`config.mk`:
```
export PLATFORM = sky130hd
export DESIGN_NAME = alu_sequencer_flat
export DESIGN_NICKNAME = d
export VERILOG_FILES = /design/src/rtl/alu_sequencer_pkg.sv /design/src/rtl/alu_sequencer_if.sv /design/src/rtl/alu_sequencer_regfile.sv /design/src/rtl/alu_sequencer.sv /design/src/flat_wrapper.sv
export SDC_FILE = /design/constraint.sdc
export NUM_CORES = 1
export LEC_CHECK = 0
export ABC_CLOCK_PERIOD_IN_PS = 3000
export BUFFER_PORTS_ARGS = -buffer_cell sky130_fd_sc_hd__buf_4
export CAP_MARGIN = 20
export CORE_MARGIN = 2
export CORE_UTILIZATION = 55
export CTS_CLUSTER_SIZE = 8
export DETAILED_ROUTE_END_ITERATION = 6
export PLACE_DENSITY = 0.75
export SKIP_LAST_GASP = 1
export SYNTH_ARGS = -nofsm -noshare
export SYNTH_HDL_FRONTEND = slang
export SYNTH_HIERARCHICAL = 1
export SYNTH_SLANG_ARGS = --single-unit
```
`constraint.sdc`:
```
create_clock -name clk -period 3 [get_ports clk]
set_input_delay 0.75 -clock clk [delete_from_list [all_inputs] [get_ports clk]]
set_output_delay 0.75 -clock clk [all_outputs]
set_load 0.02 [all_outputs]
```
`src/rtl/alu_sequencer_pkg.sv`:
```
// Shared types for the ALU sequencer: ALU opcodes, instruction field layout and FSM state encoding.
package alu_sequencer_pkg;

  localparam int DW = 8;   // operand/result width, fixed by the 8-bit immediate
  localparam int IW = 19;  // instruction word width

  typedef enum logic [2:0] {
    OP_ADD = 3'd0,
    OP_SUB = 3'd1,
    OP_AND = 3'd2,
    OP_OR  = 3'd3,
    OP_XOR = 3'd4,
    OP_MUL = 3'd5,
    OP_DIV = 3'd6,
    OP_CMP = 3'd7
  } alu_op_e;

  // Field order gives [18]=halt [17:15]=op [14:13]=rd [12:11]=ra [10:9]=rb [8]=use_imm [7:0]=imm.
  typedef struct packed {
    logic          halt;
    alu_op_e       op;
    logic [1:0]    rd;
    logic [1:0]    ra;
    logic [1:0]    rb;
    logic          use_imm;
    logic [DW-1:0] imm;
  } instr_t;

  typedef enum logic [2:0] {
    S_IDLE   = 3'd0,
    S_FETCH  = 3'd1,
    S_DECODE = 3'd2,
    S_ISSUE  = 3'd3,
    S_WAIT   = 3'd4,
    S_WB     = 3'd5,
    S_HALTED = 3'd6
  } seq_state_e;

  function automatic logic is_busy_state(seq_state_e s);
    return (s != S_IDLE) && (s != S_HALTED);
  endfunction

endpackage

```
`src/rtl/alu_sequencer_if.sv`:
```
// Issue/result channel between the sequencer (master) and the execute unit (slave).
interface alu_sequencer_if
  import alu_sequencer_pkg::*;
();
  logic [2:0]    alu_opcode;
  logic [DW-1:0] alu_a;
  logic [DW-1:0] alu_b;
  logic          alu_valid;
  logic          alu_ready;
  logic          res_valid;
  logic [DW-1:0] alu_result;
  logic          alu_carry;

  modport master (
    output alu_opcode, alu_a, alu_b, alu_valid,
    input  alu_ready, res_valid, alu_result, alu_carry
  );

  modport slave (
    input  alu_opcode, alu_a, alu_b, alu_valid,
    output alu_ready, res_valid, alu_result, alu_carry
  );
endinterface

```
`src/rtl/alu_sequencer_regfile.sv`:
```
// 4x8 register file: two combinational operand ports, one debug port, one synchronous write port.
module seq_regfile
  import alu_sequencer_pkg::*;
(
  input  logic          clk,
  input  logic          reset,
  input  logic          we,
  input  logic [1:0]    waddr,
  input  logic [DW-1:0] wdata,
  input  logic [1:0]    ra_sel,
  input  logic [1:0]    rb_sel,
  input  logic [1:0]    dbg_sel,
  output logic [DW-1:0] ra_data,
  output logic [DW-1:0] rb_data,
  output logic [DW-1:0] dbg_data
);

  logic [3:0][DW-1:0] regs_q;
  logic [3:0][DW-1:0] regs_d;

  // NOTE: every always_comb output gets a default first so no path leaves it unassigned (no latch).
  always_comb begin
    regs_d = regs_q;
    if (we) regs_d[waddr] = wdata;
  end

  // NOTE: state updates use <= so all flops sample pre-edge values regardless of block order.
  always_ff @(posedge clk) begin
    if (reset) regs_q <= '0;
    else       regs_q <= regs_d;
  end

  assign ra_data  = regs_q[ra_sel];
  assign rb_data  = regs_q[rb_sel];
  assign dbg_data = regs_q[dbg_sel];

endmodule

```
`src/rtl/alu_sequencer.sv`:
```
// ALU sequencer: fetches instructions from a small program memory, reads operands from the
// register file, issues them to the execute unit and writes the returned result back.
module alu_sequencer
  import alu_sequencer_pkg::*;
#(
  parameter  int PROG_DEPTH = 16,
  localparam int AW         = $clog2(PROG_DEPTH)
) (
  input  logic                 clk,
  input  logic                 reset,
  input  logic                 prog_we,
  input  logic [AW-1:0]        prog_addr,
  input  logic [IW-1:0]        prog_wdata,
  input  logic                 start,
  output logic                 busy,
  output logic                 halted,
  output logic [AW-1:0]        pc,
  alu_sequencer_if.master      alu_if,
  output logic                 carry_flag,
  input  logic [1:0]           dbg_sel,
  output logic [DW-1:0]        dbg_data
);

  seq_state_e    state_q, state_d;
  logic [AW-1:0] pc_q, pc_d;
  instr_t        instr_q, instr_d;
  logic [2:0]    op_q, op_d;
  logic [DW-1:0] a_q, a_d, b_q, b_d;
  logic [DW-1:0] res_q, res_d;
  logic          res_c_q, res_c_d;
  logic          carry_q, carry_d;
  logic          rf_we;
  logic [DW-1:0] ra_data, rb_data;

  logic [IW-1:0] prog_mem [PROG_DEPTH];

  // NOTE: program memory has no reset; its contents survive reset and only the host rewrites them.
  always_ff @(posedge clk) begin
    if (prog_we && !busy) prog_mem[prog_addr] <= prog_wdata;
  end

  seq_regfile u_regfile (
    .clk      (clk),
    .reset    (reset),
    .we       (rf_we),
    .waddr    (instr_q.rd),
    .wdata    (res_q),
    .ra_sel   (instr_q.ra),
    .rb_sel   (instr_q.rb),
    .dbg_sel  (dbg_sel),
    .ra_data  (ra_data),
    .rb_data  (rb_data),
    .dbg_data (dbg_data)
  );

  always_comb begin
    state_d = state_q;
    pc_d    = pc_q;
    instr_d = instr_q;
    op_d    = op_q;
    a_d     = a_q;
    b_d     = b_q;
    res_d   = res_q;
    res_c_d = res_c_q;
    carry_d = carry_q;
    rf_we   = 1'b0;
    unique case (state_q)
      S_IDLE, S_HALTED: begin
        if (start) begin
          state_d = S_FETCH;
          pc_d    = '0;
        end
      end
      S_FETCH: begin
        instr_d = instr_t'(prog_mem[pc_q]);
        state_d = S_DECODE;
      end
      S_DECODE: begin
        if (instr_q.halt) begin
          state_d = S_HALTED;
        end else begin
          op_d    = instr_q.op;
          a_d     = ra_data;
          b_d     = instr_q.use_imm ? instr_q.imm : rb_data;
          state_d = S_ISSUE;
        end
      end
      S_ISSUE: if (alu_if.alu_ready) state_d = S_WAIT;
      S_WAIT: begin
        // The result is a one-cycle pulse, so hold it for the writeback cycle.
        if (alu_if.res_valid) begin
          res_d   = alu_if.alu_result;
          res_c_d = alu_if.alu_carry;
          state_d = S_WB;
        end
      end
      S_WB: begin
        rf_we   = 1'b1;
        carry_d = res_c_q;
        pc_d    = pc_q + AW'(1);
        state_d = S_FETCH;
      end
      default: state_d = S_IDLE;
    endcase
  end

  always_ff @(posedge clk) begin
    if (reset) begin
      state_q <= S_IDLE;
      pc_q    <= '0;
      op_q    <= '0;
      a_q     <= '0;
      b_q     <= '0;
      res_q   <= '0;
      res_c_q <= 1'b0;
      carry_q <= 1'b0;
    end else begin
      state_q <= state_d;
      pc_q    <= pc_d;
      op_q    <= op_d;
      a_q     <= a_d;
      b_q     <= b_d;
      res_q   <= res_d;
      res_c_q <= res_c_d;
      carry_q <= carry_d;
    end
  end

  always_ff @(posedge clk) instr_q <= instr_d;

  assign busy              = is_busy_state(state_q);
  assign halted            = (state_q == S_HALTED);
  assign pc                = pc_q;
  assign carry_flag        = carry_q;
  assign alu_if.alu_valid  = (state_q == S_ISSUE);
  assign alu_if.alu_opcode = op_q;
  assign alu_if.alu_a      = a_q;
  assign alu_if.alu_b      = b_q;

endmodule

```
`src/flat_wrapper.sv`:
```
// flat-port wrapper written by rule: the top's interface ports become plain ports
module alu_sequencer_flat import alu_sequencer_pkg::*;
#(
  parameter  int PROG_DEPTH = 16,
  localparam int AW         = $clog2(PROG_DEPTH)
)
  (clk, reset, prog_we, prog_addr, prog_wdata, start, busy, halted, pc, carry_flag, dbg_sel, dbg_data, alu_if_alu_opcode, alu_if_alu_a, alu_if_alu_b, alu_if_alu_valid, alu_if_alu_ready, alu_if_res_valid, alu_if_alu_result, alu_if_alu_carry);
  alu_sequencer_if alu_if_i ();
  input  logic clk;
  input  logic reset;
  input  logic prog_we;
  input  logic [AW-1:0] prog_addr;
  input  logic [IW-1:0] prog_wdata;
  input  logic start;
  output logic busy;
  output logic halted;
  output logic [AW-1:0] pc;
  output logic carry_flag;
  input  logic [1:0] dbg_sel;
  output logic [DW-1:0] dbg_data;
  output wire logic [$bits(alu_if_i.alu_opcode)-1:0] alu_if_alu_opcode;
  output wire logic [$bits(alu_if_i.alu_a)-1:0] alu_if_alu_a;
  output wire logic [$bits(alu_if_i.alu_b)-1:0] alu_if_alu_b;
  output wire logic [$bits(alu_if_i.alu_valid)-1:0] alu_if_alu_valid;
  input wire logic [$bits(alu_if_i.alu_ready)-1:0] alu_if_alu_ready;
  input wire logic [$bits(alu_if_i.res_valid)-1:0] alu_if_res_valid;
  input wire logic [$bits(alu_if_i.alu_result)-1:0] alu_if_alu_result;
  input wire logic [$bits(alu_if_i.alu_carry)-1:0] alu_if_alu_carry;
  assign alu_if_alu_opcode = alu_if_i.alu_opcode;
  assign alu_if_alu_a = alu_if_i.alu_a;
  assign alu_if_alu_b = alu_if_i.alu_b;
  assign alu_if_alu_valid = alu_if_i.alu_valid;
  assign alu_if_i.alu_ready = alu_if_alu_ready;
  assign alu_if_i.res_valid = alu_if_res_valid;
  assign alu_if_i.alu_result = alu_if_alu_result;
  assign alu_if_i.alu_carry = alu_if_alu_carry;
  alu_sequencer #(.PROG_DEPTH(PROG_DEPTH)) u_core (.clk(clk), .reset(reset), .prog_we(prog_we), .prog_addr(prog_addr), .prog_wdata(prog_wdata), .start(start), .busy(busy), .halted(halted), .pc(pc), .alu_if(alu_if_i), .carry_flag(carry_flag), .dbg_sel(dbg_sel), .dbg_data(dbg_data));
endmodule
```
# ---- Word level (Yosys, flattened, before mapping)
# Memories as Yosys holds them, arrays and structs flattened. A register that Yosys moved wholly into a read port is not among the register bits.
# Cells that the tools add are included.
dict set report totals {
  regBits 68
  ramBits 304
  inputBits 40
  out_inout_bits 35
  elab_cells 62
  mem_count 1
}
# memory words width read_ports rd_clocked_by_memory_dff write_ports line_no
set mem_list {}
lappend mem_list {u_core.prog_mem 16 19 1 1 1 alu_sequencer.sv:35} ;# logic [IW-1:0] prog_mem [PROG_DEPTH];
dict set report classes {
  n_addsub 1
  n_lt_le_gt_ge 5
  eq_ne 10
  mux 20
  bitwise 1
  n_reduce_logical 12
}
# op count
set op_table {}
lappend op_table {{$bmux 8 s2} 3}
lappend op_table {{$mux 8} 5}
lappend op_table {{$bwmux 32} 1}
lappend op_table {{$pmux 3 s6} 1}
lappend op_table {{$demux 8 s2} 1}
lappend op_table {{$lt 2x3->1 const B} 4}
lappend op_table {{$mux 3} 4}
lappend op_table {{$eq 3x3->1 const B} 3}
lappend op_table {{$pmux 4 s2} 1}
lappend op_table {{$eq 3x2->1 const B} 2}
lappend op_table {{$reduce_and 2->1} 3}
lappend op_table {{$add 4x1->4 const B} 1}
lappend op_table {{$mux 4} 1}
lappend op_table {{$ne 2x2->1 const B} 2}
lappend op_table {{$eq 3x1->1 const B} 1}
lappend op_table {{$logic_and 1x1->1} 3}
lappend op_table {{$logic_not 3->1} 1}
lappend op_table {{$mux 1} 3}
lappend op_table {{$ne 3x3->1 const B} 1}
lappend op_table {{$reduce_and 3->1} 1}
lappend op_table {{$reduce_bool 3->1} 1}
lappend op_table {{$ge 2x1->1 const B} 1}
lappend op_table {{$ne 2x1->1 const B} 1}
lappend op_table {{$reduce_bool 2->1} 1}
lappend op_table {{3 further kinds} 3}

# ---- Logic depth before layout (Yosys ltp)
# Gate-level depths: netlist (run 1).
dict set report logic_depth {
  depth_word 6
  depth_mapped 7
  ltp_nobuf 5
}

# ---- Hierarchy
# Netlist (run 1), hierarchy kept.
# module instances cells_each area_each_um2
set by_module_without_submodules {}
lappend by_module_without_submodules {alu_sequencer 1 693 13628.1}
lappend by_module_without_submodules {seq_regfile 1 146 1855.5}

# ---- Least setup slack after synthesis (run 1)
# No wires, ideal clock.
dict set report synth_path {
  path_kind {in2reg}
  start {input port prog_we}
  end {memory u_core.prog_mem[1][0], enable pin}
  arrival_ns 2.605
  required_ns 2.581
  path_slack_ns -0.024
  stages 3
  cell_sequence {nand3_1 > or3b_1 > nor3_1}
}
dict set report synth_via {
  elab_chain_cells 3
}
# item line_no
set synth_rtl {}
lappend synth_rtl {{from (decl)} flat_wrapper.sv:11} ;# input logic prog_we;
lappend synth_rtl {{$logic_and 1x1->1} alu_sequencer.sv:39} ;# if (prog_we && !busy) prog_mem[prog_addr] <= prog_wdata;
lappend synth_rtl {{$mux 1} alu_sequencer.sv:39}
lappend synth_rtl {{$mux 1 (not written as such)} alu_sequencer.sv:39}
lappend synth_rtl {{to (decl)} alu_sequencer.sv:35}
# Every way passes these cells.

# ---- Worst setup path after layout (run 1)
dict set report layout_path {
  start {register u_core.state_q[1]}
  end {output port busy}
}
dict set report layout_via {
  elab_chain_cells 2
  word_cells_on_any_way 3
  cone_classes {1 x eq/ne; 2 x reduce/logical}
}
# item line_no
set layout_rtl {}
lappend layout_rtl {{from (decl)} alu_sequencer.sv:24} ;# seq_state_e state_q, state_d;
lappend layout_rtl {{from (signal assigned)} alu_sequencer.sv:118} ;# state_q <= state_d;
lappend layout_rtl {{$ne 3x3->1 or $reduce_bool 3->1 (tied branches)} alu_sequencer_pkg.sv:40} ;# return (s != S_IDLE) && (s != S_HALTED);
lappend layout_rtl {{$logic_and 1x1->1 *} alu_sequencer_pkg.sv:40}
lappend layout_rtl {{to (decl)} flat_wrapper.sv:15} ;# output logic busy;
# Every way passes the cells marked *; elsewhere a longest branch is shown, timed or not.

==> summary.md, run 1 <==
| Metric | Value |
|---|---|
| RR Startpoint | u_core/pc[0]$_SDFFE_PP0P_ |
| Unrepaired setup endpoints after global routing | false |
| Area of the core | 27780 um^2 |
| Final #Nets | 990 |
| Avg Inst Size Synth | 18.45 um^2 |
| Slew headroom | 38.44% |
| Slowest stage delay, CP | 0.63 ns |
| Avg WL per Cell | approximately 26 um |
| Cts bufs inserted | 54 |
| Final worst path period share | 85.98% |
| Hold_sp | u_core/alu_if.alu_a[4]$_SDFFE_PP0N_ |
| CTS root buffer | clkbuf_16 |
| Vias | 8214 |
| Largest net degree at the start of global routing | slightly below 60 |
| Most common cell after layout, fill and taps aside | edfxtp_1 |
| Initial Util | 55.73% |
| Clk pin slew, worst setup/hold paths | 0.05 ns |
| Arrival @ worst endpoint | 1.83 ns |
| Fmax | 0.3877 GHz |
| Num rows | 61 |
| Reg2Reg Setup Slack | 0.53 ns |
| Kind of critical path | flip-flop to primary output |
| Synthesized Nets | 880 |
| Crit path max-delay family | flip-flops |
| Max-Cap Viols | 0 |
| DP HPWL | 21530 um |
| Leakage | between 5 and 6 nW |
| Hold Crit Class | flip-flop to flip-flop |
| Total power | 0.01255 W |
| CTS Sinks | roughly 390 |
| Pwr Density | 694.9 nW/um^2 |
| Core Util, Final | approximately two thirds |
| Final TNS setup | 0 ns |
| Hold Path Stages | 2 |
| Routed WL | 34330 um |
| CP Cell Sequence | xnor2_2, and2_1, inv_1, buf_4 |
| Buf/Inv on CP | 2 |
| Total iterations of the first detailed-routing run | 5 |
| # Post-CTS Setup Buffers | 0 |
| Via density | 6.103 |
| CP Capture Type | primary output |
| Outcome | completed |
| Post-route insts no fill | 1346 |
| Min Tclk post-route | around 2.6 ns |
| Yosys warns | 6 |
| Crit path max fanout | 15 |
| Bufs on Longest Clock Path | 3 |
| Netlist Area Pre-Place | 15480 um^2 |
| WP data required | 2.25 ns |
| Levels on crit path | 4 |
| Total track usage | 24.13% |
| Setup violations, final | 0 |
| Initial antenna violation count | 0 |
| Seq/Total Area, Yosys | 71.43% |
| Global route total overflow | 0 |
| Fillers | approximately 1900 |
| Reg2reg end | u_core/instr_q[12]$_DFFE_PP_ |
| Number of diodes | 0 |
| Maximum vdd ir drop | 0.0005251 V |
| CTS tree | built |
| Max-slew violations | 0 |
| Post-route ant nets | 0 |
| Most frequent cells in the layout | 323 x edfxtp_1, 101 x buf_4, 100 x mux4_2 |
| Hold path endpoint | u_core/alu_if.alu_a[4]$_SDFFE_PP0N_ |
| Full die area | 29510 um^2 |
| 1st-iter DRT viols | 963 |
| Startpoint types | flip-flop |
| Post-route DRC | 0 |
| Gate Count Post-Synth | 839 |
| Die boundary height | around 170 um |
| Area growth syn-to-layout | 16.65% |
| Clock Latency Late Sink | 0.55 ns |
| H-tree Lvls | 2 |
| I/O Buffers | 74 |
| CTS Hold Buffers Added | 0 |
| R2R cell count | 5 |
| # IOs | 75 |
| Vias in the first global route | around 8100 |
| Share of cells above drive strength 1 | 30.48% |
| Final hold violations | 0 |
| Dpl cells | 1271 |
| Slowest-stage cell, CP | dfxtp_1 |
| Placer congestion estimate | ~0.83 |
| Post-synth cell types | 37 |
| Slew @ Worst Pin | 0.9193 ns |
| Yosys reg bits | just under 400 |
| First-pass GRT wire length | 51020 um |
| Post-cts resize count | 0 |
| Clock Skew | 0.01125 ns |
| DIE WIDTH | 171.8 um |
[layer usage]
metal | global-route usage (%) | wire [um] | vias to the layer above
met5 | 0 | 0 | -
met1 | 33.82 | 14080 | 4223
met3 | 4.740 | 2731 | 66
met2 | 38.33 | 16380 | 369
li1 | - | - | 3556
met4 | 8.586 | 1144 | 0
[registers in the layout, summed over array words and instances, names as in the netlist]
signal	cells
u_core/instr_q	19
u_core/u_regfile/regs_q	32
u_core/res_c_q	1
u_core/carry_flag	1
u_core/res_q	8
u_core/alu_if.alu_b	8
u_core/alu_if.alu_opcode	3
u_core/prog_mem	304
u_core/pc	4
u_core/alu_if.alu_a	8
u_core/state_q	3
[tightest hold or removal path: stages (launching register included)]
cell,delay (ns)
dfxtp_1,0.30
nand2_1,0.05
a21oi_1,0.05
[metrics by stage]
stage,cell area (um^2),setup WS (ns),hold slack (ns)
after global placement,16590,0.5799,0.4424
after detailed placement,16590,0.5355,0.4478
after global routing,18060,0.3022,0.4415
after CTS,18060,0.4133,0.4449
after floorplan,15490,0.03977,0.4321
final,18060,0.4207,0.4515
[logic make-up (layout without fill, tap and decap cells)]
kind of cell	count (synthesis)	after routing	synth area share, %
buffers and inverters	54	183	1.939
adder cells (fa/ha/maj)	1	1	0.08080
AO/OA/AOI/OAI	77	77	3.604
multiplexers	141	141	17.20
flip-flops	391	391	71.43
XOR/XNOR	2	2	0.1617
AND/OR/NAND/NOR	173	173	5.584
[synth_stat cells (all sizes together)]
master  number  share of area [%]
nor2        22               0.53
and3b        2               0.11
o21ai        1              0.032
dfxtp       68                8.8
nor2b        3               0.12
nand3        7               0.23
buf         34                1.5
or3          1              0.040
a211oi      10               0.48
nand3b       5               0.24
a22oi       38                2.2
and2         5               0.20
o211ai       1              0.049
a21oi       27               0.87
nand4        2              0.081
nor3b        1              0.049
mux2i       41                2.7
edfxtp     323                 63
nand2b      44                1.8
xnor2        1               0.11
and2b        1              0.049
nor4         1              0.040
nor4bb       1              0.065
or2          1              0.040
ha           1              0.081
nor3         5               0.16
nand2       69                1.7
inv          3              0.073
or3b         3               0.17
clkbuf      17               0.41
mux4       100                 15
xor2         1              0.057
[worst max-delay path by stage]
| stage | from | to | slack [ns] |
|---|---|---|---|
| after floorplan | prog_we | u_core/prog_mem[0][0]$_DFFE_PP_ | 0.04 |
| after global placement | u_core/pc[0]$_SDFFE_PP0P_ | u_core/instr_q[12]$_DFFE_PP_ | 0.58 |
| after detailed placement | u_core/pc[0]$_SDFFE_PP0P_ | u_core/instr_q[12]$_DFFE_PP_ | 0.54 |
| after CTS | u_core/state_q[1]$_SDFFE_PP0P_ | busy | 0.41 |
| after global routing | u_core/state_q[1]$_SDFFE_PP0P_ | busy | 0.30 |
| final | u_core/state_q[1]$_SDFFE_PP0P_ | busy | 0.42 |
[final cells by class]
type	count	area, um^2	area share, %
Sequential cell	391	11070	61.28
Multi-Input combinational cell	394	4195	23.23
Clock buffer	73	1444	7.994
Timing Repair Buffer	105	838.3	4.641
Tap cell	378	473.0	2.618
Clock inverter	2	32.53	0.1801
Inverter	3	11.26	0.06234
[report_power, final]
part           switching (W)  leakage [nW]  total (W)  internal (W)
clock network        0.00204         0.713    0.00532       0.00328
registers           0.000183          3.47    0.00631       0.00613
logic               0.000541          1.79   0.000917      0.000376
(Power assumes the default switching activity.)
==> inputs of run 2 (changes only) <==
--- a/config.mk
+++ b/config.mk
@@ -7,3 +7,3 @@
 export LEC_CHECK = 0
-export ABC_CLOCK_PERIOD_IN_PS = 3000
+export ABC_CLOCK_PERIOD_IN_PS = 3200
 export BUFFER_PORTS_ARGS = -buffer_cell sky130_fd_sc_hd__buf_4
@@ -11,6 +11,6 @@
 export CORE_MARGIN = 2
-export CORE_UTILIZATION = 55
+export CORE_UTILIZATION = 60
 export CTS_CLUSTER_SIZE = 8
 export DETAILED_ROUTE_END_ITERATION = 6
-export PLACE_DENSITY = 0.75
+export PLACE_DENSITY = 0.78
 export SKIP_LAST_GASP = 1
==> constraint.sdc (replaced) <==
create_clock -name clk -period 3.2 [get_ports clk]
set_input_delay 0 -clock clk [delete_from_list [all_inputs] [get_ports clk]]
set_output_delay 0 -clock clk [all_outputs]
set_load 0.02 [all_outputs]
==> run 2 against run 1 <==
Against the previous run: worst setup slack improved by 0.026 ns; clock power down 4.3%; critical path depth rose by 2; clock skew rose by 0.0043 ns; via count is 4.5% higher; first-iteration DRC count shrank 4.6%; die area shrank 8.1%; utilization up 8.2 points; combinational power about the same; count of clock-buffer cells in the layout fell by 2; flip-flop and latch count is the same; largest cell class unchanged.
==> summary.md, run 2 (synthesized netlist as in run 1, its figures left out) <==
| Metric | Value |
|---|---|
| Die boundary height | about 160 um |
| Total power | 0.01194 W |
| Arrival @ worst endpoint | between 3 and 4 ns |
| Kind of critical path | flip-flop to flip-flop |
| Setup violations, final | 0 |
| Post-route ant nets | 0 |
| Sequential cell fraction of total power | around half |
| Setup Slack @ Placement | 0.7475 ns |
| Area of the core | 25250 um^2 |
| Avg WL per Cell | between 20 and 30 um |
| Pwr Density | 645.6 nW/um^2 |
| Placer congestion estimate | between 0.7 and 0.8 |
| Slack of the critical path | ~0.45 ns |
| Global route total overflow | 0 |
| Hold Crit Class | input port to flip-flop |
| Total iterations of the first detailed-routing run | 7 |
| Vias in the first global route | approximately 8800 |
| Top reg by flops | u_core/prog_mem |
| Fmax | ~0.36 GHz |
| Internal power | around 0.0092 W |
| CTS tree | built |
| Vias | ~8600 |
| Num rows | 58 |
| Post-cts resize count | 0 |
| Total track usage | 28.74% |
| Max FFs per register | between 300 and 400 |
| Largest regs | u_core/prog_mem (304), u_core/u_regfile/regs_q (32), u_core/instr_q (19) |
| 1st-iter DRT viols | 919 |
| DP HPWL | around 21000 um |
| Initial Util | 61.31% |
| Final worst path period share | between 80 and 90% |
| Via density | 6.379 |
| Switching share of power | between 20% and 30% |
| Leakage | 6.212 nW |
| Clock power share | 42.7% |
| Outcome | completed |
| Unrepaired setup endpoints after global routing | false |
| Clock Latency Late Sink | 0.58 ns |
| Max-Cap Viols | 0 |
| # Post-CTS Setup Buffers | 0 |
| Max-slew violations | 0 |
| Initial antenna violation count | 0 |
| Largest net degree at the start of global routing | 77 |
| CTS root buffer | clkbuf_16 |
| Area growth syn-to-layout | 19.42% |
| I/O Buffers | 74 |
| Comb power frac | 7.7% |
| Slew @ Worst Pin | 0.9186 ns |
| Full die area | 27110 um^2 |
| Bufs on Longest Clock Path | 3 |
| # IOs | between 70 and 80 |
| Startpoint types | flip-flop |
| Number of diodes | 0 |
| Final #Nets | 1039 |
| Routed WL | 36980 um |
| CTS Sinks | 391 |
| Clock Skew | roughly 0.016 ns |
| Slew headroom | 38.49% |
| Share of cells above drive strength 1 | 29.66% |
| H-tree Lvls | 2 |
| Min Tclk post-route | 2.754 ns |
| Cts bufs inserted | 54 |
| First-pass GRT wire length | 55450 um |
| Most common cell after layout, fill and taps aside | edfxtp_1 |
| CP Capture Type | flip-flop |
| WP data required | 3.46 ns |
| Maximum vdd ir drop | ~0.00075 V |
| Crit path max fanout | 15 |
| Clk pin slew, worst setup/hold paths | 0.05 ns |
| Fillers | 1476 |
| Net Switching | around 0.0027 W |
| Post-route DRC | 0 |
| Final TNS setup | 0 ns |
| DIE WIDTH | 164.6 um |
| Most frequent cells in the layout | 323 x edfxtp_1, 106 x buf_4, 100 x mux4_2 |
| Final hold violations | 0 |
==> run 2: cell types whose count changed in the layout (fill, tap and decap cells not counted) <==
cell and change:
clkinv_16 +2, dlygate4sd3_1 +44, buf_4 +5, clkbuf_1 -2
nor2_2 +1, nor3_2 +2, nor3_4 -2, nor2_1 -1
clkinv_8 -2
==> run 2: metal layers <==
metal	global-route usage [%]	vias up	routed length, um
met4	8.893	0	1104
met5	0	-	0
met3	5.349	77	2558
met2	50.76	436	19600
li1	-	3644	-
met1	36.53	4423	13720
==> run 2: final cells by class <==
cell class / count / area [um^2] / share of cell area (%)
clock buffer: 71 / 1436 / 7.768
clock inverter: 2 / 60.06 / 0.3248
inverter: 3 / 11.26 / 0.06090
multi-input combinational: 394 / 4185 / 22.64
sequential: 391 / 11070 / 59.86
tap: 330 / 412.9 / 2.233
timing repair buffer: 154 / 1316 / 7.119
==> run 2: metrics by stage <==
step	hold WS (ns)	area, um^2	utilization [%]	std cells
finish	0.06280	18490	73.22	1345
global route	0.08196	18490	73.22	1345
CTS	0.03450	18490	73.22	1345
detailed placement	0.2649	16550	65.55	1228
global placement	0.2520	16550	65.55	1228
floorplan	0.09887	15480	-	839
==> run 2: critical path, cell delays in order (launching register included) <==
cell and delay, ns:
dfxtp_1 0.63, xnor2_2 0.21, nand3_1 0.15, or3b_1 0.52, nor3_2 0.16, dlygate4sd3_1 0.57
buf_4 0.21
==> run 2: final timing paths <==
| path | start | to | slack (ns) | cells past startpoint |
|---|---|---|---|---|
| hold / removal | prog_addr[0] | u_core/prog_mem[8][9]$_DFFE_PP_ | 0.06 | 3 |
| setup reg to reg | u_core/state_q[1]$_SDFFE_PP0P_ | u_core/prog_mem[1][1]$_DFFE_PP_ | 0.45 | 6 |
| setup / recovery | u_core/state_q[1]$_SDFFE_PP0P_ | u_core/prog_mem[1][1]$_DFFE_PP_ | 0.45 | 6 |
| hold reg to reg | u_core/alu_if.alu_a[6]$_SDFFE_PP0N_ | u_core/alu_if.alu_a[6]$_SDFFE_PP0N_ | 0.46 | 2 |
==> run 2: what timing repair did <==
| item | 4_1_cts | 5_1_grt |
|---|---|---|
| hold buffers | 44 | 0 |
| setup endpoints to repair | 0 | 0 |
| hold endpoints to repair | 357 | 0 |
==> run 2: power groups by stage <==
stage               clock network [W]  logic [W]  registers [W]
floorplan                           0   0.000581        0.00593
global placement                    0   0.000840        0.00601
detailed placement                  0   0.000856        0.00602
CTS                           0.00516   0.000909        0.00593
global route                  0.00537   0.000977        0.00595
finish                        0.00509   0.000914        0.00593
